`src/rtl/uart_pkg.sv`:
```
// Shared UART definitions: receiver state encoding and the default frame
// geometry used by the transmitter, receiver and baud generator.
package uart_pkg;

  localparam int UART_DATA_BITS  = 8;
  localparam int UART_OVERSAMPLE = 16;

  typedef enum logic [2:0] {
    RX_IDLE  = 3'd0,
    RX_START = 3'd1,
    RX_DATA  = 3'd2,
    RX_STOP  = 3'd3,
    RX_BREAK = 3'd4
  } rx_state_e;

endpackage

```
`src/rtl/rx_sync.sv`:
```
// Two-flop synchronizer for an asynchronous single-bit input.
// RESET_VALUE lets an idle-high line come out of reset without a false edge.
module rx_sync #(
  parameter logic RESET_VALUE = 1'b1
) (
  input  logic clock,
  input  logic reset,
  input  logic d,
  output logic q
);

  logic meta;

  always_ff @(posedge clock) begin
    if (!reset) begin
      meta <= RESET_VALUE;
      q    <= RESET_VALUE;
    end else begin
      meta <= d;
      q    <= meta;
    end
  end

endmodule

```
`src/rtl/uart_rx.sv`:
```
// UART receiver: oversampled start/stop validation and LSB-first
// assembly of DATA_BITS data bits into a parallel word.
//
// state    | meaning
// RX_IDLE  | line idle, waiting for a low sample on a tick
// RX_START | counting to mid start bit to reject glitches
// RX_DATA  | sampling data bits at mid bit, every OVERSAMPLE ticks
// RX_STOP  | sampling stop bit; high delivers the word, low is a framing error
// RX_BREAK | line held low after a framing error; wait for it to go high
module uart_rx
  import uart_pkg::*;
#(
  parameter int DATA_BITS  = UART_DATA_BITS,
  parameter int OVERSAMPLE = UART_OVERSAMPLE
) (
  input  logic                 clock,
  input  logic                 reset,
  input  logic                 tick,
  input  logic                 rxd,
  output logic [DATA_BITS-1:0] data,
  output logic                 valid,
  output logic                 frame_err,
  output logic                 busy
);

  localparam int TCNT_W = $clog2(OVERSAMPLE);
  localparam int BCNT_W = $clog2(DATA_BITS + 1);

  localparam logic [TCNT_W-1:0] TCNT_MID  = TCNT_W'(OVERSAMPLE / 2 - 1);
  localparam logic [TCNT_W-1:0] TCNT_LAST = TCNT_W'(OVERSAMPLE - 1);
  localparam logic [BCNT_W-1:0] BCNT_LAST = BCNT_W'(DATA_BITS);

  rx_state_e            state, state_nxt;
  logic [TCNT_W-1:0]    tcnt, tcnt_nxt;
  logic [BCNT_W-1:0]    bcnt, bcnt_nxt;
  logic [DATA_BITS-1:0] shreg, shreg_nxt;
  logic [DATA_BITS-1:0] data_nxt;
  logic                 valid_nxt;
  logic                 frame_err_nxt;
  logic                 rxd_s;

  rx_sync #(
    .RESET_VALUE (1'b1)
  ) u_rx_sync (
    .clock (clock),
    .reset (reset),
    .d     (rxd),
    .q     (rxd_s)
  );

  always_ff @(posedge clock) begin
    if (!reset) begin
      state     <= RX_IDLE;
      tcnt      <= '0;
      bcnt      <= '0;
      shreg     <= '0;
      data      <= '0;
      valid     <= 1'b0;
      frame_err <= 1'b0;
    end else begin
      state     <= state_nxt;
      tcnt      <= tcnt_nxt;
      bcnt      <= bcnt_nxt;
      shreg     <= shreg_nxt;
      data      <= data_nxt;
      valid     <= valid_nxt;
      frame_err <= frame_err_nxt;
    end
  end

  always_comb begin
    state_nxt     = state;
    tcnt_nxt      = tcnt;
    bcnt_nxt      = bcnt;
    shreg_nxt     = shreg;
    data_nxt      = data;
    valid_nxt     = 1'b0;
    frame_err_nxt = 1'b0;

    case (state)
      RX_IDLE: begin
        if (tick && !rxd_s) begin
          tcnt_nxt  = '0;
          state_nxt = RX_START;
        end
      end

      RX_START: begin
        if (tick) begin
          if (tcnt == TCNT_MID) begin
            tcnt_nxt = '0;
            if (!rxd_s) begin
              bcnt_nxt  = '0;
              state_nxt = RX_DATA;
            end else begin
              state_nxt = RX_IDLE;
            end
          end else begin
            tcnt_nxt = tcnt + 1'b1;
          end
        end
      end

      RX_DATA: begin
        if (tick) begin
          if (tcnt == TCNT_LAST) begin
            // Shift right so the first (LSB) bit received lands at bit 0.
            shreg_nxt = {rxd_s, shreg[DATA_BITS-1:1]};
            bcnt_nxt  = bcnt + 1'b1;
            tcnt_nxt  = '0;
            if (bcnt + 1'b1 == BCNT_LAST) begin
              state_nxt = RX_STOP;
            end
          end else begin
            tcnt_nxt = tcnt + 1'b1;
          end
        end
      end

      RX_STOP: begin
        if (tick) begin
          if (tcnt == TCNT_LAST) begin
            tcnt_nxt = '0;
            if (rxd_s) begin
              data_nxt  = shreg;
              valid_nxt = 1'b1;
              state_nxt = RX_IDLE;
            end else begin
              frame_err_nxt = 1'b1;
              state_nxt     = RX_BREAK;
            end
          end else begin
            tcnt_nxt = tcnt + 1'b1;
          end
        end
      end

      // Exits on the line level alone so a long break yields a single error.
      RX_BREAK: begin
        if (rxd_s) begin
          state_nxt = RX_IDLE;
        end
      end

      default: begin
        state_nxt = RX_IDLE;
      end
    endcase
  end

  always_comb begin
    busy = (state != RX_IDLE);
  end

endmodule

```
`config.mk`:
```
export PLATFORM = sky130hd
export DESIGN_NAME = uart_rx
export DESIGN_NICKNAME = d
export VERILOG_FILES = /design/src/rtl/uart_pkg.sv /design/src/rtl/rx_sync.sv /design/src/rtl/uart_rx.sv
export SDC_FILE = /design/constraint.sdc
export NUM_CORES = 1
export LEC_CHECK = 0
export CAP_MARGIN = 20
export CORE_UTILIZATION = 59
export CTS_CLUSTER_DIAMETER = 80
export CTS_CLUSTER_SIZE = 24
export DETAILED_ROUTE_END_ITERATION = 7
export PLACE_DENSITY_LB_ADDON = 0.12
export SLEW_MARGIN = 20
export SYNTH_ARGS = -nofsm -noshare
export SYNTH_HDL_FRONTEND = slang
export SYNTH_HIERARCHICAL = 1
export SYNTH_SLANG_ARGS = --single-unit
```
`constraint.sdc`:
```
create_clock -name clock -period 4.8 [get_ports clock]
set_input_delay 1.2 -clock clock [delete_from_list [all_inputs] [get_ports clock]]
set_output_delay 1.2 -clock clock [all_outputs]
set_load 0.005 [all_outputs]
```
==> results.md <==
- Syn_area_per_cell: 8.33 um^2
- GR Util met1: 31.5%
- Routed vias: 1214
- First-pass GRT wire length: 4.69 mm
- Top Ports: 15
- Startpoint types: primary input
- Gpl congestion: 0.823
- Detailed Place HPWL: 1.89 mm
- Latest clock arrival within the worst-skew pair: 310 ps
- Crit Reg-Reg Startpoint: tcnt[0]$_SDFFE_PN0P_
- Width of the chip: 50.8 um
- Die Ht: 50.8 um
- Leakage power: 0.529 nW
- Hold crit path type: flip-flop to flip-flop
- Crit Path Class: primary input to flip-flop
- CTS Buffer Depth: 2
- Beginning of the critical path: reset
- CTS sink cnt: 31
- Syn nets: 175
- DRT iter0 DRCs: 36
- Core area: 2230 um^2
- Hold_sp: u_rx_sync/meta$_SDFF_PN1_
- Htree depth: 2
- Hold Buf Count CTS: 0
- Final Hold Vio Count: 0
- Outcome: complete, no violations
- CP arrival: 3210 ps
- GR Layer Usage met2: 38.0%
- Die ar.: 2590 um^2
- Netlist cell types: 36
- Max-slew violation count: 0
- Reg clk slew, reported paths: 90 ps
- Ant diodes: 0
- Synth top area share: 44.1%
- Met3 Track Usage GR: 5.95%
- Syn Inst Count: 169
- Worst slew pin tran: 803 ps
- CP max stage cell: clkdlybuf4s50_1
- Max Cap Viol: 0
- Nets: 185
- Synthesis-to-layout area growth: 12.4%
- Final setup fails: 0
- Fmax achieved: 338 MHz
- Synthesized flop and latch total: 31
- Fill cell count: 196
- Routed vias/inst: 5.86
- DRC violations left: 0
- Worst path required time: 5050 ps
- Initial core utilization: 63.0%
- YS warnings: 6
- Clock period minus worst slack: 2960 ps
- Area occupied by multi-input gates: 727 um^2
- Top Usage Layer GRT: met2
- Post_cts resized: 0
- Gr usage total: 24.5%
- RSZ-0062 raised after global routing: no
- Final Core Density: 70.9%
- CP Max Fanout: 26
- Total wire length: 2.84 mm
- Number of CTS-inserted buffers: 5
- Endpoint class of the critical path: flip-flop
- Wirelength per Cell: 13.7 um
- IO buf count: 14
- CTS tree: built
- Synth area leader: dfxtp_1
- Post-CTS setup buffers: 0
- Register Area: 621 um^2
- Max stage delay on crit path: 990 ps
- Final worst path period share: 61.7%
- Maximum VDD drop: 199 uV
- Grt ovf: 0
- Final ANT Viol Nets: 0
- Clk root buf: clkbuf_4
- Area of the mapped netlist: 1410 um^2
- Layout Skew: 5.12 ps
- DR pass1 iterations: 5
- Worst path top cell family by delay: buffers and inverters
- Row Count: 17
- Worst slew margin: 46.3%
- Crit-path cells: clkdlybuf4s50_1 > inv_1 > nor4_1 > o2bb2ai_1
- Initial antenna violation count: 0
- Area contributors post-synth: dfxtp_1 44%, nand2_1 8.8%, a21oi_1 5.7%
- Vias in the first global route: 1079
- Pin count of the biggest net entering global routing: 27
- Power Density: 272 nW/um^2
- Share of cells above drive strength 1: 5.59%
- TNS Setup: 0 ps
- Sequential element share of the synthesized area: 44.1%
- Buf/Inv on CP: 2
## routing by layer
metal / routed length [um] / share of wire (%)
met1: 1360 / 48
met2: 1280 / 45
met3: 141 / 5.0
met4: 57 / 2.0
met5: 0 / 0
## power breakdown
part,switching (mW),internal [mW],leakage [nW]
Combinational,0.00939,0.00680,0.245
Clock,0.0845,0.0678,0.0341
Sequential,0.00266,0.259,0.250
## area by class of cell
type                       instances  area share (%)
timing repair buffer              14            8.85
multi-input combinational        126            45.9
clock buffer                       6            3.24
clock inverter                     1           0.316
sequential                        31            39.2
tap                               28            2.21
inverter                           1           0.237
## kinds of logic after synthesis
logic type / after synthesis / synth area share [%]
multiplexers: 2 / 1.42
AO/OA/AOI/OAI: 40 / 16.3
buffers and inverters: 12 / 4.27
AND/OR/NAND/NOR: 79 / 30.3
flip-flops: 31 / 44.1
adder cells (fa/ha/maj): 2 / 1.78
XOR/XNOR: 3 / 1.87
## cell usage in the layout, fill, tap and decap left out, types with 2 or more instances in the layout
cell / Yosys / final
xnor2_1: 2 / 2
nand2b_1: 5 / 5
nor4_1: 2 / 2
o21ai_0: 15 / 15
nor3_1: 3 / 3
ha_1: 2 / 2
nor2b_1: 2 / 2
mux2i_1: 2 / 2
a211oi_1: 2 / 2
nand3_1: 13 / 13
nand2_1: 33 / 33
dfxtp_1: 31 / 31
a21oi_1: 16 / 16
and2_1: 3 / 3
clkbuf_4: 0 / 5
nor2_1: 6 / 6
clkdlybuf4s50_1: 0 / 14
o2bb2ai_1: 2 / 2
nor4b_1: 3 / 3
## worst register-to-register path: stages, from the launching register on
cell,delay (ps)
dfxtp_1,380
ha_1,340
nand4_4,170
nor3_2,590
a41oi_1,190
a311oi_1,250
## through the flow
step / cells / setup slack (ps) / hold slack [ps] / area, um^2 / power [mW]
global route: 207 / 1690 / 453 / 1580 / 0.445
CTS: 207 / 1920 / 431 / 1580 / 0.433
detailed placement: 200 / 1570 / 411 / 1530 / 0.283
finish: 207 / 1840 / 425 / 1580 / 0.430
floorplan: 169 / 2670 / 386 / 1410 / 0.277
global placement: 200 / 1670 / 391 / 1530 / 0.282
## final timing paths
| kind | endpoint | slack (ps) | cells past startpoint |
|---|---|---|---|
| worst max register to register | bcnt[3]$_SDFFE_PN0P_ | 2790 | 5 |
| worst max-delay path | state[0]$_SDFFE_PN0P_ | 1840 | 4 |
| worst min-delay path | u_rx_sync/q$_SDFF_PN1_ | 430 | 1 |
| worst min register to register | u_rx_sync/q$_SDFF_PN1_ | 430 | 1 |
## synth_stat cells, drive strengths merged
cell type   n
nand2      33
dfxtp      31
a21oi      16
o21ai      15
nand3      13
buf         7
nor2        6
nand2b      5
clkbuf      4
nor3        4
nor4b       4
and2        3
a211oi      2
ha          2
mux2i       2
nand4       2
nor2b       2
nor4        2
o2bb2ai     2
xnor2       2
a211o       1
a21o        1
a311oi      1
a41oi       1
and4        1
inv         1
nand3b      1
nor3b       1
o211ai      1
or3         1
or4         1
xor2        1
## flip-flops by register name, indices dropped and copies added (netlist names)
| register | cells |
|---|---|
| bcnt | 4 |
| data | 8 |
| frame_err | 1 |
| shreg | 8 |
| state | 3 |
| tcnt | 4 |
| u_rx_sync/meta | 1 |
| u_rx_sync/q | 1 |
| valid | 1 |
No activity file was read; power rests on OpenSTA's default activity.
